==> config.mk <==
export PLATFORM = sky130hd
export DESIGN_NAME = instr_sequencer
export DESIGN_NICKNAME = d
export VERILOG_FILES = /design/src/rtl/instr_sequencer.sv
export SDC_FILE = /design/constraint.sdc
export NUM_CORES = 1
export LEC_CHECK = 0
export ABC_AREA = 1
export ABC_CLOCK_PERIOD_IN_PS = 2200
export BUFFER_PORTS_ARGS = -buffer_cell sky130_fd_sc_hd__buf_2
export CAP_MARGIN = 20
export CORE_MARGIN = 2
export CORE_UTILIZATION = 35
export CTS_BUF_LIST = sky130_fd_sc_hd__clkbuf_4 sky130_fd_sc_hd__clkbuf_8 sky130_fd_sc_hd__clkbuf_16
export DETAILED_ROUTE_END_ITERATION = 10
export PLACE_DENSITY = 0.57
export SYNTH_ARGS = -nofsm -noshare
export SYNTH_HDL_FRONTEND = slang
export SYNTH_SLANG_ARGS = --single-unit
==> constraint.sdc <==
create_clock -name clk -period 2.2 [get_ports clk]
set_clock_uncertainty 0.1 [all_clocks]
set_input_delay 0.22 -clock clk [delete_from_list [all_inputs] [get_ports clk]]
set_output_delay 0.22 -clock clk [all_outputs]
set_load 0.02 [all_outputs]
==> src/rtl/instr_sequencer.sv <==
// Fetch/sequencing controller: owns the program counter and run state,
// qualifies each decoded instruction with one execute-enable, applies
// jumps, and stalls the PC while a data-memory load is in flight.
module instr_sequencer #(
    parameter int PC_W     = 10,
    parameter int LOAD_LAT = 1,
    parameter int CNT_W    = 16
) (
    input  logic             clk,
    input  logic             reset_n,
    input  logic             start,
    input  logic             instr_halt,
    input  logic             is_mem_rd,
    input  logic             pc_jmp_en,
    input  logic [PC_W-1:0]  jmp_target,
    output logic [PC_W-1:0]  prog_ctr,
    output logic             instr_valid,
    output logic             stall,
    output logic             busy,
    output logic             done,
    output logic [CNT_W-1:0] cycle_count,
    output logic [CNT_W-1:0] instr_count
);

    typedef enum logic [1:0] {IDLE, RUN, MEMWAIT, DONE} state_t;

    // With zero latency a load is an ordinary single-cycle instruction.
    localparam logic           HAS_WAIT  = (LOAD_LAT > 0);
    localparam logic [2:0]     WAIT_INIT = (LOAD_LAT > 0) ? 3'(LOAD_LAT - 1) : 3'd0;
    localparam logic [CNT_W-1:0] CNT_MAX = {CNT_W{1'b1}};

    state_t          state, state_nxt;
    logic [PC_W-1:0] pc_nxt;
    logic [2:0]      wait_cnt, wait_nxt;
    logic            cnt_clr;
    logic            load;
    logic            running;

    assign load    = is_mem_rd & HAS_WAIT;
    assign running = (state == RUN) || (state == MEMWAIT);

    // Next-state, next-PC and the combinational execute qualifiers.
    always_comb begin
        state_nxt   = state;
        pc_nxt      = prog_ctr;
        wait_nxt    = wait_cnt;
        cnt_clr     = 1'b0;
        instr_valid = 1'b0;
        stall       = 1'b0;
        case (state)
            IDLE, DONE: begin
                if (start) begin
                    state_nxt = RUN;
                    pc_nxt    = '0;
                    cnt_clr   = 1'b1;
                end
            end
            RUN: begin
                instr_valid = !load;
                stall       = load;
                if (instr_halt) begin
                    state_nxt = DONE;
                end else if (load) begin
                    // Hold the PC; the load's jump decode is meaningless.
                    state_nxt = MEMWAIT;
                    wait_nxt  = WAIT_INIT;
                end else if (pc_jmp_en) begin
                    pc_nxt = jmp_target;
                end else begin
                    pc_nxt = prog_ctr + PC_W'(1);
                end
            end
            MEMWAIT: begin
                if (wait_cnt != 3'd0) begin
                    stall    = 1'b1;
                    wait_nxt = wait_cnt - 3'd1;
                end else begin
                    // Read data valid now: retire the load and move on.
                    instr_valid = 1'b1;
                    pc_nxt      = prog_ctr + PC_W'(1);
                    state_nxt   = RUN;
                end
            end
            default: state_nxt = IDLE;
        endcase
    end

    // State, PC and the registered status flags.
    always_ff @(posedge clk or negedge reset_n) begin
        if (!reset_n) begin
            state    <= IDLE;
            prog_ctr <= '0;
            wait_cnt <= 3'd0;
            busy     <= 1'b0;
            done     <= 1'b0;
        end else begin
            state    <= state_nxt;
            prog_ctr <= pc_nxt;
            wait_cnt <= wait_nxt;
            busy     <= (state_nxt == RUN) || (state_nxt == MEMWAIT);
            done     <= (state_nxt == DONE);
        end
    end

    // Saturating run-cycle and retired-instruction counters.
    always_ff @(posedge clk or negedge reset_n) begin
        if (!reset_n) begin
            cycle_count <= '0;
            instr_count <= '0;
        end else if (cnt_clr) begin
            cycle_count <= '0;
            instr_count <= '0;
        end else begin
            if (running && cycle_count != CNT_MAX)
                cycle_count <= cycle_count + CNT_W'(1);
            if (instr_valid && instr_count != CNT_MAX)
                instr_count <= instr_count + CNT_W'(1);
        end
    end

endmodule

Yosys cells after proc, flatten, opt, wreduce, memory -nomap -nowiden
Cells that the tools add are included.
Word-level totals
  register bits: 49
  input bits: 16
  logic and storage cells: 63
  bits in latches: 0
  memory bits (read-only): 0
  memory bits (writable): 0
  memories kept: 0
Operators by class
  mux-type cells: 25
  equal/unequal tests: 14
  reduce and logical (&&, ||, !) cells: 13
  shift operators: 0
  multipliers: 0
  bitwise logic cells: 0
  add/subtract/negate cells: 4
  $lt $le $gt $ge: 0
  divide/modulo/power cells: 0
Operators by type and width (number)
  16-bit 2-to-1 mux: 4
  10-bit 2-to-1 mux: 5
  16-bit by 1-bit adder with 16-bit output (second input constant): 2
  16-bit inequality test (second input constant): 2
  10-bit case mux with 3 select lines: 1
  10-bit by 1-bit adder with 10-bit output (second input constant): 1
  2-bit inequality test (second input constant): 5
  3-bit 2-to-1 mux: 3
  2-bit equality test (second input constant): 4
  2-bit 2-to-1 mux: 4
  4-bit AND reduction: 2
  2-bit case mux with 3 select lines: 1
  3-bit case mux with 2 select lines: 1
  2-bit nonzero test: 3
  2-bit by 1-bit equality test with 1-bit output (second input constant): 2
  1-bit 2-to-1 mux: 4
  1-bit case mux with 2 select lines: 2
  3-bit nonzero test: 1
  3-bit by 1-bit subtractor with 3-bit output (second input constant): 1
  1-bit logical AND: 2
  2-bit zero test: 1
  1-bit logical OR: 2
  2-bit by 1-bit inequality test with 1-bit output (second input constant): 1
  2-bit OR reduction: 1
  1-bit zero test: 1

Logic depth before layout (Yosys ltp)
Gate-level depths: netlist of run 1.
  depth in word-level cells: 6
  gate-level depth with buffers: 12
  depth with buffers taken out: 11

Worst setup path before layout of run 1
OpenSTA, ideal clock, no wires.
  path kind: register to register
  from: register state[0]
  to: register busy
  path buffers: 0
  period minus slack after synthesis: 1842 ps
  data required time: 1974 ps
  cell stages (with the launch flop): 7
  path slack: 358 ps
  data arrival time: 1616 ps
  cell sequence: dfrtp_1 -> inv_1 -> ha_1 -> nand2_1 -> inv_1 -> a311oi_1 -> ha_1
Between the ends
  longest elaborated chain between the ends: 5
  elaborated cells on any way between the ends: 13
Ends and longest elaborated chain
  start: declaration: line 32  | state_t state, state_nxt;
  start signal: assignment: line 97  | state <= state_nxt;
  2-bit equality test / 2-bit zero test (equally long branches): line 50  | case (state)
  2-bit OR reduction: line 50
  2-bit case mux with 3 select lines (*): line 50
  via state_nxt[1]: line 32
  2-bit by 1-bit equality test with 1-bit output / 2-bit equality test (equally long branches): line 100  | busy <= (state_nxt == RUN) || (state_nxt == MEMWAIT);
  1-bit logical OR (*): line 100
  end signal: assignment: line 100
  end: declaration: line 19  | output logic busy,
Mark *: on every way through the listed nets, which the timed path passes. The rest lies on a longest branch.
A chain may end at the register's enable or synchronous reset.

Final worst setup path of run 1
  from: register state[1]
  to: register busy
Between the ends
  longest elaborated chain between the ends: 5
  elaborated cells on any way between the ends: 13
Ends and longest elaborated chain (line)
  2-bit equality test (tied with other cells): 50
  2-bit OR reduction / 2-bit 2-to-1 mux (equally long branches): 50, 61
  2-bit case mux with 3 select lines (*): 50
  via state_nxt[1]: 32
  2-bit by 1-bit equality test with 1-bit output / 2-bit equality test (equally long branches): 100
  1-bit logical OR (*): 100
Marked as above.

==> results_tabular.tex, run 1 <==
\begin{tabular}{lr}
\hline
Metric & Value \\
\hline
\multicolumn{2}{l}{\textbf{Outcome}} \\
Run status & finished, final reports clean \\
\multicolumn{2}{l}{\textbf{CTS}} \\
CTS Buf Count & 5 \\
Cell at the root of the clock tree & sky130\_fd\_sc\_hd\_\_clkbuf\_8 \\
Clock transition at path regs & 0.09 ns \\
Count of clock tree sinks & 49 \\
Number of levels the H-tree was split into & 2 \\
Clock tree from TritonCTS & yes \\
Clock latency reported for the late side of the worst-skew pair & 0.30 ns \\
Clock Path Buffers & 2 \\
\multicolumn{2}{l}{\textbf{Floorplan}} \\
Die area & 0.00960 mm\^{}2 \\
Die outline height & 98.0 um \\
Die width & 98.0 um \\
Core region area & 0.00864 mm\^{}2 \\
I/O pin cnt & 62 \\
Standard-cell rows & 34 \\
Starting density of the core & 0.358 \\
\multicolumn{2}{l}{\textbf{Yosys}} \\
Post-Synthesis Mean Instance Area & 6.93 um\^{}2 \\
Top cell type by total area after synthesis & sky130\_fd\_sc\_hd\_\_dfrtp\_1 \\
Number of flops mapped to enable cells by yosys & 0 \\
Compound-Gate Fraction of Synth Area & 0.0599 \\
Area share of the largest cell type after synthesis & 0.397 \\
Largest family of logic cells by synthesized area & simple AND/OR/NAND/NOR gates \\
Simple-Gate Fraction of Synth Area & 0.422 \\
Count of cell types in the netlist & 34 \\
Leading cell types by count after synthesis & sky130\_fd\_sc\_hd\_\_nand2\_1, sky130\_fd\_sc\_hd\_\_dfrtp\_1, sky130\_fd\_sc\_hd\_\_nor2\_1 \\
Count of mapped cells out of synthesis & 446 \\
Synthesized-area fraction occupied by adder cells & 0.0324 \\
Number of warning messages in the yosys log & 0 \\
Synth Net Count & 470 \\
Xor and xnor area share after synthesis & 0.0255 \\
Most frequently used cell type in the post-synthesis netlist & sky130\_fd\_sc\_hd\_\_nand2\_1 \\
Leading cell types by total area after synthesis & sky130\_fd\_sc\_hd\_\_dfrtp\_1, sky130\_fd\_sc\_hd\_\_nand2\_1, sky130\_fd\_sc\_hd\_\_nand3\_1 \\
Share of flip-flops with an asynchronous set or reset & 1.00 \\
Combined area of all synthesized cells & 0.00309 mm\^{}2 \\
Share of the yosys chip area belonging to registers & 0.397 \\
Portion of netlist area occupied by mux cells & 0 \\
Post-synth top flop & sky130\_fd\_sc\_hd\_\_dfrtp\_1 \\
Flip-flop and latch count after synthesis & 49 \\
\multicolumn{2}{l}{\textbf{STA}} \\
Time the worst path needs with I/O delays and setup & 1.97 ns \\
RSZ-0062 raised after global routing & no \\
Max Fclk & 508 MHz \\
Remaining max-slew budget at the tightest pin & 0.637 \\
Final critical-path share of the clock period & 0.896 \\
Aggregate negative setup slack & 0 ns \\
Final Slew Violations & 0 \\
Endpoints failing hold & 0 \\
Setup violations, final & 0 \\
Slew at the pin closest to its max-slew limit & 0.539 ns \\
\multicolumn{2}{l}{\textbf{Placement}} \\
Buffers on Ports & 61 \\
HPWL after DPL & 6000 um \\
Placer congestion estimate & 0.849 \\
\multicolumn{2}{l}{\textbf{Global route}} \\
Vias in the first global route & 2898 \\
Overall global routing resource usage & 0.170 \\
Wire length of the first global-routing pass & 13500 um \\
Maximum number of pins on one net before global-route repair & 23 \\
Antenna violations before repair & 0 \\
Global route overflow & 0 \\
\multicolumn{2}{l}{\textbf{Critical path}} \\
Critical-path maximum fanout & 10 \\
Startpoint kind of the worst setup timing path & register \\
Slowest cell on crit path & sky130\_fd\_sc\_hd\_\_dfrtp\_1 \\
Data arrival time of the critical path & 2.06 ns \\
Buffers and inverters on the worst path & 2 \\
Cell breakdown of the critical path & inv\_1 > ha\_1 > buf\_4 > nand2\_1 > nand2\_1 > a21oi\_1 > a311oi\_1 > ha\_1 \\
Delay of the slowest cell on the worst path & 0.42 ns \\
Worst setup EP type & register \\
Worst setup path category & reg -> reg \\
WP data required & 2.29 ns \\
Critical path's top delay family & adder cells \\
\multicolumn{2}{l}{\textbf{Power and ir drop}} \\
Lkg Pwr & 1.99 nW \\
Clock network power share & 0.173 \\
Share of total power in sequential cells & 0.324 \\
Highest ir drop seen on vdd & 0.451 mV \\
Combinational Power Share & 0.503 \\
Switching component of the power & 1.84 mW \\
Internal power consumption & 2.13 mW \\
Switching fraction of total power & 0.463 \\
Power per cell area & 1080 mW/mm\^{}2 \\
\multicolumn{2}{l}{\textbf{Finish}} \\
Final layout net count & 541 \\
Antenna Cells & 0 \\
Filler instances & 942 \\
Ratio of cells with drive above 1 in the final layout & 0.181 \\
Synth-to-layout area growth & 19.5\% \\
Post-route core utilization & 0.428 \\
\multicolumn{2}{l}{\textbf{Detailed routing}} \\
Vias & 3115 \\
Antenna Nets Post-Route & 0 \\
Number of DRC markers in iteration 0 & 176 \\
Detailed-route wire length per cell & 12.8 um \\
Post-route DRC violation count & 0 \\
Via density & 4.98 \\
Number of iterations in the first detailed-routing pass & 5 \\
Total Wirelength & 8030 um \\
\multicolumn{2}{l}{\textbf{Min path}} \\
Worst min path class & in -> reg \\
\multicolumn{2}{l}{\textbf{Flow run}} \\
Max\_cap viols & 0 \\
\hline
\end{tabular}
## tightest hold or removal path: cells and delay by family
| kind | cells | cell delay (ns) |
|---|---|---|
| AO/OA/AOI/OAI | 2 | 0.18 |
| buffers and inverters | 1 | 0.08 |
## final timing paths
| path | startpoint | end | slack [ns] | depth (start not counted) |
|---|---|---|---|---|
| max | state[1] | busy | 0.23 | 8 |
| min | jmp_target[2] | prog_ctr[2] | 0.12 | 3 |
| max reg2reg | state[1] | busy | 0.23 | 8 |
| min reg2reg | prog_ctr[9] | prog_ctr[9] | 0.45 | 2 |
| max in group asynchronous | reset_n | instr_count[5] | 1.02 | 3 |
| min in group asynchronous | reset_n | prog_ctr[4] | 0.32 | 2 |
## power groups by stage
stage / combinational [mW] / clock [mW] / sequential (mW)
2_1_floorplan: 1.20 / 0 / 1.45
3_3_place_gp: 1.99 / 0 / 1.30
3_5_place_dp: 2.02 / 0 / 1.30
4_1_cts: 2.03 / 0.725 / 1.29
5_1_grt: 2.26 / 0.766 / 1.32
6_report: 2.00 / 0.688 / 1.29
## per-layer routing
| layer | global-route usage | wire, um | vias to the layer above |
|---|---|---|---|
| li1 | - | - | 1571 |
| met1 | 0.225 | 3680 | 1458 |
| met2 | 0.281 | 3810 | 77 |
| met3 | 0.0358 | 428 | 9 |
| met4 | 0.0481 | 111 | 0 |
| met5 | 0 | 0 | - |
## logic make-up (layout without fill, tap and decap cells)
logic type | Yosys count | count (layout)
AND/OR/NAND/NOR | 300 | 300
adder cells (fa/ha/maj) | 8 | 8
buffers and inverters | 49 | 121
flip-flops | 49 | 49
XOR/XNOR | 9 | 9
AO/OA/AOI/OAI | 31 | 31
## stage by stage
step | setup slack [ns] | instance area (um^2) | hold slack (ns) | std cells | power, mW
global placement | 0.297 | 3560 | 0.132 | 617 | 3.29
finish | 0.230 | 3690 | 0.115 | 626 | 3.97
floorplan | 0.358 | 3090 | -0.176 | 446 | 2.65
global route | 0.0434 | 3690 | 0.121 | 626 | 4.34
CTS | 0.200 | 3690 | 0.107 | 626 | 4.04
detailed placement | 0.250 | 3560 | 0.130 | 617 | 3.32
## timing repair
action	4_1_cts	5_1_grt
hold buffers	1	0
setup buffers	0	0
endpoints found under the hold margin	20	0
endpoints found under the setup margin	0	1
resized for setup	0	1
## flip-flops by register name (all words and copies together) (netlist names)
name	cells
state	2
instr_count	16
cycle_count	16
wait_cnt	3
done	1
busy	1
prog_ctr	10
## cell type report
cell class                      count  area, um^2  share of cell area
Multi-Input combinational cell    348        1670               0.452
Sequential cell                    49        1230               0.332
Timing Repair Buffer               72         390               0.106
Inverter                           41         154              0.0417
Tap cell                          108         135              0.0366
Clock buffer                        7        90.1              0.0244
Clock inverter                      1        30.0             0.00813
## cells in the final DEF (no fill, tap or decap), types with 2 or more instances in the layout
cell type,Yosys,routed
sky130_fd_sc_hd__xor2_1,9,9
sky130_fd_sc_hd__o21bai_1,4,4
sky130_fd_sc_hd__buf_4,0,10
sky130_fd_sc_hd__nand2_1,176,176
sky130_fd_sc_hd__ha_1,8,8
sky130_fd_sc_hd__inv_2,2,2
sky130_fd_sc_hd__nor2_4,2,2
sky130_fd_sc_hd__nand3b_1,4,4
sky130_fd_sc_hd__inv_1,38,38
sky130_fd_sc_hd__o22ai_1,2,2
sky130_fd_sc_hd__o21ai_0,16,15
sky130_fd_sc_hd__a21oi_1,2,2
sky130_fd_sc_hd__clkbuf_8,0,6
sky130_fd_sc_hd__or2_2,5,5
sky130_fd_sc_hd__o21ai_1,2,3
sky130_fd_sc_hd__nor2_1,47,47
sky130_fd_sc_hd__buf_2,5,61
sky130_fd_sc_hd__dfrtp_1,49,49
sky130_fd_sc_hd__nand4_1,19,19
sky130_fd_sc_hd__nand3_1,40,40
Power figures use the tool's default switching activity.
==> inputs of run 2 (changes only) <==
- ABC_CLOCK_PERIOD_IN_PS: 2200 -> unset
- CORE_UTILIZATION: 35 -> 55
- PLACE_DENSITY: 0.57 -> 0.82
==> run 2 against run 1 <==
  * Register-to-register slack got worse by 0.02 ns
  * Highest routed layer unchanged
  * Largest cell class unchanged
  * Power is 2.2% lower
  * Critical path depth grew 1
  * Combinational power up 3%
  * First-iteration DRC count up 13%
  * Critical endpoint is now instr_valid
  * Largest power group unchanged
==> results_tabular.tex, run 2 (synthesis gave the netlist of run 1 again) <==
\begin{tabular}{lr}
\hline
Metric & Value \\
\hline
\multicolumn{2}{l}{\textbf{STA}} \\
Final Slew Violations & 0 (unchanged) \\
Max Fclk & 494 MHz (was 508 MHz) \\
Time the worst path needs with I/O delays and setup & 2.03 ns (was 1.97 ns) \\
Setup violations, final & 0 (unchanged) \\
Final critical-path share of the clock period & 0.921 (was 0.896) \\
Aggregate negative setup slack & 0 ns (unchanged) \\
Worst setup slack after layout & 0.174 ns (was 0.230 ns) \\
RSZ-0062 raised after global routing & no (unchanged) \\
Remaining max-slew budget at the tightest pin & 0.589 (was 0.637) \\
Slew at the pin closest to its max-slew limit & 0.617 ns (was 0.539 ns) \\
Endpoints failing hold & 0 (unchanged) \\
Final worst hold slack & 0.132 ns (was 0.115 ns) \\
\multicolumn{2}{l}{\textbf{CTS}} \\
Cell at the root of the clock tree & sky130\_fd\_sc\_hd\_\_clkbuf\_8 (unchanged) \\
CTS Buf Count & 5 (unchanged) \\
Number of levels the H-tree was split into & 2 (unchanged) \\
Clock Path Buffers & 2 (unchanged) \\
Count of clock tree sinks & 49 (unchanged) \\
Clock tree from TritonCTS & yes (unchanged) \\
Clock latency reported for the late side of the worst-skew pair & 0.29 ns (was 0.30 ns) \\
Clock transition at path regs & 0.08 ns (was 0.09 ns) \\
\multicolumn{2}{l}{\textbf{Min path}} \\
Worst min path class & in -> reg (unchanged) \\
Hold path start & jmp\_target[4] (was jmp\_target[2]) \\
\multicolumn{2}{l}{\textbf{Critical path}} \\
Reg2reg end & prog\_ctr[2] (was busy) \\
Worst R2R Start & state[0] (was state[1]) \\
Worst setup EP type & output pin (was register) \\
Capture point of the critical path & instr\_valid (was busy) \\
WP data required & 1.88 ns (was 2.29 ns) \\
Data arrival time of the critical path & 1.71 ns (was 2.06 ns) \\
Critical-path maximum fanout & 11 (was 10) \\
Worst setup path category & reg -> out (was reg -> reg) \\
Worst-case reg-to-reg path depth & 10 (was 8) \\
Setup slack, reg-to-reg & 0.21 ns (was 0.23 ns) \\
Startpoint kind of the worst setup timing path & register (unchanged) \\
Critical path startpoint & state[1] (unchanged) \\
\multicolumn{2}{l}{\textbf{Detailed routing}} \\
Via density & 5.30 (was 4.98) \\
Number of iterations in the first detailed-routing pass & 5 (unchanged) \\
Detailed-route wire length per cell & 12.4 um (was 12.8 um) \\
Vias & 3122 (was 3115) \\
Post-route DRC violation count & 0 (unchanged) \\
Total Wirelength & 7290 um (was 8030 um) \\
Antenna Nets Post-Route & 0 (unchanged) \\
Number of DRC markers in iteration 0 & 199 (was 176) \\
\multicolumn{2}{l}{\textbf{Floorplan}} \\
I/O pin cnt & 62 (unchanged) \\
Die outline height & 79.0 um (was 98.0 um) \\
Starting density of the core & 0.565 (was 0.358) \\
Core region area & 0.00547 mm\^{}2 (was 0.00864 mm\^{}2) \\
Die area & 0.00624 mm\^{}2 (was 0.00960 mm\^{}2) \\
Standard-cell rows & 27 (was 34) \\
Die width & 79.0 um (was 98.0 um) \\
\multicolumn{2}{l}{\textbf{Power and ir drop}} \\
Highest ir drop seen on vdd & 0.608 mV (was 0.451 mV) \\
Lkg Pwr & 1.98 nW (was 1.99 nW) \\
Power per cell area & 1060 mW/mm\^{}2 (was 1080 mW/mm\^{}2) \\
\multicolumn{2}{l}{\textbf{Placement}} \\
Worst slack at placement & 0.0583 ns (was 0.250 ns) \\
HPWL after DPL & 5240 um (was 6000 um) \\
Placed cell count & 578 (was 617) \\
Buffers on Ports & 61 (unchanged) \\
Post-DP Area & 0.00350 mm\^{}2 (was 0.00356 mm\^{}2) \\
Placer congestion estimate & 0.936 (was 0.849) \\
\multicolumn{2}{l}{\textbf{Finish}} \\
Synth-to-layout area growth & 18.1\% (was 19.5\%) \\
Filler instances & 493 (was 942) \\
Final cell count without fillers & 589 (was 626) \\
Post-route standard cell area excluding fillers & 0.00365 mm\^{}2 (was 0.00369 mm\^{}2) \\
Antenna Cells & 0 (unchanged) \\
Final layout net count & 541 (unchanged) \\
Commonest non-fill, non-tap cell in the layout & sky130\_fd\_sc\_hd\_\_nand2\_1 (unchanged) \\
Largest registers in the final layout & cycle\_count x16, instr\_count x16, prog\_ctr x10 (unchanged) \\
Ratio of cells with drive above 1 in the final layout & 0.186 (was 0.181) \\
Most frequent cells in the layout & sky130\_fd\_sc\_hd\_\_nand2\_1, sky130\_fd\_sc\_hd\_\_buf\_2, sky130\_fd\_sc\_hd\_\_dfrtp\_1 (unchanged) \\
\multicolumn{2}{l}{\textbf{Global route}} \\
Antenna violations before repair & 0 (unchanged) \\
Overall global routing resource usage & 0.252 (was 0.170) \\
Vias in the first global route & 2936 (was 2898) \\
Global route overflow & 0 (unchanged) \\
Maximum number of pins on one net before global-route repair & 50 (was 23) \\
Wire length of the first global-routing pass & 12900 um (was 13500 um) \\
\multicolumn{2}{l}{\textbf{Flow run}} \\
Max\_cap viols & 0 (unchanged) \\
\multicolumn{2}{l}{\textbf{Outcome}} \\
Run status & finished, final reports clean (unchanged) \\
\hline
\end{tabular}
==> run 2: cell count changes in the layout (fill, tap and decap cells not counted) <==
cell | previous run | this run
sky130_fd_sc_hd__nor2_2 | 1 | 2
sky130_fd_sc_hd__buf_4 | 10 | 9
sky130_fd_sc_hd__ha_1 | 8 | 7
sky130_fd_sc_hd__bufinv_16 | 1 | 0
sky130_fd_sc_hd__nor2_1 | 47 | 46
sky130_fd_sc_hd__buf_12 | 0 | 1
sky130_fd_sc_hd__a311oi_1 | 1 | 0
sky130_fd_sc_hd__a311oi_2 | 0 | 1
sky130_fd_sc_hd__ha_4 | 0 | 1
sky130_fd_sc_hd__o21ai_0 | 15 | 16
sky130_fd_sc_hd__o21ai_1 | 3 | 2
==> run 2: routing by layer <==
metal	part of all wire	track usage	vias to the layer above
li1	-	-	1583
met2	0.50	0.419	81
met4	0.0074	0.0655	0
met3	0.037	0.0307	7
met1	0.46	0.351	1451
met5	0	0	-
==> run 2: worst max-delay path, cell delays in order, from the launching register on <==
cell                      delay [ns]
sky130_fd_sc_hd__dfrtp_1        0.41
sky130_fd_sc_hd__inv_1          0.10
sky130_fd_sc_hd__ha_4           0.19
sky130_fd_sc_hd__inv_1          0.09
sky130_fd_sc_hd__nor2_1         0.14
sky130_fd_sc_hd__inv_1          0.05
sky130_fd_sc_hd__nand2_1        0.09
sky130_fd_sc_hd__nand2_1        0.12
sky130_fd_sc_hd__inv_1          0.07
sky130_fd_sc_hd__buf_2          0.16
==> run 2: what timing repair did <==
| action | in CTS | in global routing |
|---|---|---|
| buffers inserted | 0 | 3 |
| hold buffers | 1 | 0 |
| setup endpoints to repair | 0 | 28 |
| gates resized for setup | 0 | 4 |
| hold endpoints to repair | 49 | 0 |
==> run 2: metrics by stage <==
stage	power [mW]	util
2_1_floorplan	2.65	-
3_3_place_gp	3.16	0.639
3_5_place_dp	3.23	0.639
4_1_cts	3.77	0.657
5_1_grt	4.20	0.667
6_report	3.88	0.667
==> run 2: area by class of cell <==
cell class	count	area (um^2)	share of cell area
sequential	49	1230	0.336
timing repair buffer	72	403	0.110
inverter	41	154	0.0421
multi-input combinational	348	1690	0.462
clock buffer	7	90.1	0.0247
tap	72	90.1	0.0247
==> run 2: worst min-delay path by stage <==
stage,end,depth (start not counted)
after floorplan,busy,0
after detailed placement,prog_ctr[3],2
after global placement,prog_ctr[3],2
after global routing,prog_ctr[5],5
final,prog_ctr[4],5
after CTS,prog_ctr[3],5
==> run 2: where the power goes <==
| part | switching, mW | total, mW | internal (mW) |
|---|---|---|---|
| clock | 0.275 | 0.538 | 0.262 |
| combinational | 1.34 | 2.05 | 0.709 |
| sequential | 0.199 | 1.29 | 1.10 |
| total | 1.82 | 3.88 | 2.07 |
==> inputs of run 3 (changes only) <==
- SETUP_SLACK_MARGIN: unset -> 0.2
==> run 3 against run 2 <==
  * Count of clock-buffer cells in the layout stayed put
  * Die area stayed put
  * Register-to-register slack better by 0.06 ns
  * Final cell count is 0.68% higher
  * Non-clock buffer count is 3 higher
  * Clock power hardly changed
  * Via count is 1.9% higher
  * Critical path type unchanged
  * Sequential power hardly changed
  * Maximum frequency is 2.8% higher
  * Combinational power is 7% higher
  * Largest cell class unchanged
==> results_tabular.tex, run 3 (synthesis gave the netlist of run 1 again) <==
\begin{tabular}{lr}
\hline
Metric & Value \\
\hline
\multicolumn{2}{l}{\textbf{Outcome}} \\
Run status & finished, final reports clean (unchanged) \\
\multicolumn{2}{l}{\textbf{Finish}} \\
Final cell count without fillers & 593 (was 589) \\
Sequential Area & 0.00123 mm\^{}2 (unchanged) \\
Most frequent cells in the layout & sky130\_fd\_sc\_hd\_\_nand2\_1, sky130\_fd\_sc\_hd\_\_buf\_2, sky130\_fd\_sc\_hd\_\_dfrtp\_1 (unchanged) \\
Multi-input combinational cell area & 0.00172 mm\^{}2 (was 0.00169 mm\^{}2) \\
Commonest non-fill, non-tap cell in the layout & sky130\_fd\_sc\_hd\_\_nand2\_1 (unchanged) \\
Final layout net count & 545 (was 541) \\
Synth-to-layout area growth & 20.1\% (was 18.1\%) \\
Largest registers in the final layout & cycle\_count x16, instr\_count x16, prog\_ctr x10 (unchanged) \\
Ratio of cells with drive above 1 in the final layout & 0.213 (was 0.186) \\
Filler instances & 477 (was 493) \\
Antenna Cells & 0 (unchanged) \\
\multicolumn{2}{l}{\textbf{Floorplan}} \\
Die area & 0.00624 mm\^{}2 (unchanged) \\
Core region area & 0.00547 mm\^{}2 (unchanged) \\
Standard-cell rows & 27 (unchanged) \\
Die width & 79.0 um (unchanged) \\
I/O pin cnt & 62 (unchanged) \\
Starting density of the core & 0.565 (unchanged) \\
Die outline height & 79.0 um (unchanged) \\
\multicolumn{2}{l}{\textbf{Critical path}} \\
Worst R2R Start & state[0] (unchanged) \\
Startpoint kind of the worst setup timing path & register (unchanged) \\
Setup slack, reg-to-reg & 0.27 ns (was 0.21 ns) \\
Critical path startpoint & state[0] (was state[1]) \\
Data arrival time of the critical path & 1.65 ns (was 1.71 ns) \\
WP data required & 1.88 ns (about the same) \\
Worst setup EP type & output pin (unchanged) \\
Critical-path maximum fanout & 7 (was 11) \\
Worst setup path category & reg -> out (unchanged) \\
Worst-case reg-to-reg path depth & 7 (was 10) \\
Reg2reg end & busy (was prog\_ctr[2]) \\
\multicolumn{2}{l}{\textbf{Min path}} \\
Worst min-delay path endpoint & prog\_ctr[3] (was prog\_ctr[4]) \\
Hold path start & jmp\_target[3] (was jmp\_target[4]) \\
Worst hold path depth & 5 (unchanged) \\
Worst min path class & in -> reg (unchanged) \\
\multicolumn{2}{l}{\textbf{STA}} \\
Aggregate negative setup slack & 0 ns (unchanged) \\
Final critical-path share of the clock period & 0.896 (was 0.921) \\
RSZ-0062 raised after global routing & yes (was no) \\
Slew at the pin closest to its max-slew limit & 0.626 ns (was 0.617 ns) \\
Time the worst path needs with I/O delays and setup & 1.97 ns (was 2.03 ns) \\
Endpoints failing hold & 0 (unchanged) \\
Final Slew Violations & 0 (unchanged) \\
Setup violations, final & 0 (unchanged) \\
Max Fclk & 507 MHz (was 494 MHz) \\
Remaining max-slew budget at the tightest pin & 0.582 (was 0.589) \\
\multicolumn{2}{l}{\textbf{Global route}} \\
Global route overflow & 0 (unchanged) \\
Wire length of the first global-routing pass & 13100 um (was 12900 um) \\
Vias in the first global route & 2968 (was 2936) \\
Antenna violations before repair & 0 (unchanged) \\
Maximum number of pins on one net before global-route repair & 50 (unchanged) \\
Overall global routing resource usage & 0.256 (was 0.252) \\
\multicolumn{2}{l}{\textbf{CTS}} \\
Number of levels the H-tree was split into & 2 (unchanged) \\
Clock transition at path regs & 0.08 ns (about the same) \\
Count of clock tree sinks & 49 (unchanged) \\
Clock latency reported for the late side of the worst-skew pair & 0.29 ns (about the same) \\
Cell at the root of the clock tree & sky130\_fd\_sc\_hd\_\_clkbuf\_8 (unchanged) \\
Clock tree from TritonCTS & yes (unchanged) \\
CTS Buf Count & 5 (unchanged) \\
Clock Path Buffers & 2 (unchanged) \\
\multicolumn{2}{l}{\textbf{Placement}} \\
Buffers on Ports & 61 (unchanged) \\
Placer congestion estimate & 0.936 (unchanged) \\
Placed cell count & 578 (unchanged) \\
HPWL after DPL & 5240 um (unchanged) \\
\multicolumn{2}{l}{\textbf{Detailed routing}} \\
Antenna Nets Post-Route & 0 (unchanged) \\
Total Wirelength & 7470 um (was 7290 um) \\
Number of iterations in the first detailed-routing pass & 6 (was 5) \\
Vias & 3182 (was 3122) \\
Post-route DRC violation count & 0 (unchanged) \\
Via density & 5.37 (was 5.30) \\
Number of DRC markers in iteration 0 & 183 (was 199) \\
Detailed-route wire length per cell & 12.6 um (was 12.4 um) \\
\multicolumn{2}{l}{\textbf{Power and ir drop}} \\
Highest ir drop seen on vdd & 0.582 mV (was 0.608 mV) \\
Final Power & 4.04 mW (was 3.88 mW) \\
Lkg Pwr & 1.98 nW (about the same) \\
Power per cell area & 1090 mW/mm\^{}2 (was 1060 mW/mm\^{}2) \\
\multicolumn{2}{l}{\textbf{Flow run}} \\
Max\_cap viols & 0 (unchanged) \\
\hline
\end{tabular}
[run 3: cell types whose count changed in the layout (fill, tap and decap cells not counted), sizes merged]
cell	previous run	this run
inv	40	39
nor2	51	52
buf	71	74
clkinvlp	0	1
[run 3: worst max-delay path by stage]
| stage | endpoint | slack [ns] | cells after the start |
|---|---|---|---|
| global placement | instr_count[7] | 0.08 | 11 |
| detailed placement | instr_count[12] | 0.06 | 11 |
| global route | instr_valid | 0.14 | 9 |
| floorplan | busy | 0.36 | 6 |
| CTS | instr_valid | 0.13 | 9 |
| finish | stall | 0.23 | 7 |
[run 3: critical path, stage by stage (launching register included)]
cell,delay (ns)
sky130_fd_sc_hd__dfrtp_1,0.44
sky130_fd_sc_hd__inv_1,0.09
sky130_fd_sc_hd__ha_2,0.26
sky130_fd_sc_hd__nand2_2,0.10
sky130_fd_sc_hd__inv_2,0.07
sky130_fd_sc_hd__a21oi_1,0.04
sky130_fd_sc_hd__nor2_1,0.18
sky130_fd_sc_hd__buf_4,0.17
[run 3: power breakdown]
| group | internal [mW] | leakage, nW | switching (mW) |
|---|---|---|---|
| combinational | 0.788 | 1.27 | 1.41 |
| clock | 0.262 | 0.0477 | 0.277 |
| sequential | 1.10 | 0.667 | 0.200 |
| total | 2.15 | 1.98 | 1.89 |
[run 3: cell type report]
| type | count | area share |
|---|---|---|
| clock buffer | 7 | 0.0243 |
| inverter | 41 | 0.0425 |
| timing repair buffer | 75 | 0.115 |
| multi-input combinational | 349 | 0.463 |
| sequential | 49 | 0.330 |
| tap | 72 | 0.0243 |
[run 3: repair_timing]
action                     in CTS  in global routing
setup endpoints to repair      28                 36
hold endpoints to repair       49                  0
cloned                          0                  1
pin swaps                       0                  3
resized for setup               2                 15
setup buffers                   2                  4
hold buffers                    1                  0
[run 3: layer usage]
layer,GRT usage,share of wire,wire (um)
met5,0,0,0
met4,0.0655,0.014,106
met3,0.0307,0.046,346
met2,0.431,0.49,3680
met1,0.352,0.45,3330
[run 3: per-stage QoR]
stage	util	hold slack [ns]	area, um^2	worst slack [ns]
3_3_place_gp	0.639	0.265	3500	0.0792
5_1_grt	0.678	0.156	3710	0.142
6_report	0.678	0.131	3710	0.229
2_1_floorplan	-	-0.176	3090	0.358
4_1_cts	0.663	0.126	3630	0.130
3_5_place_dp	0.639	0.264	3500	0.0583
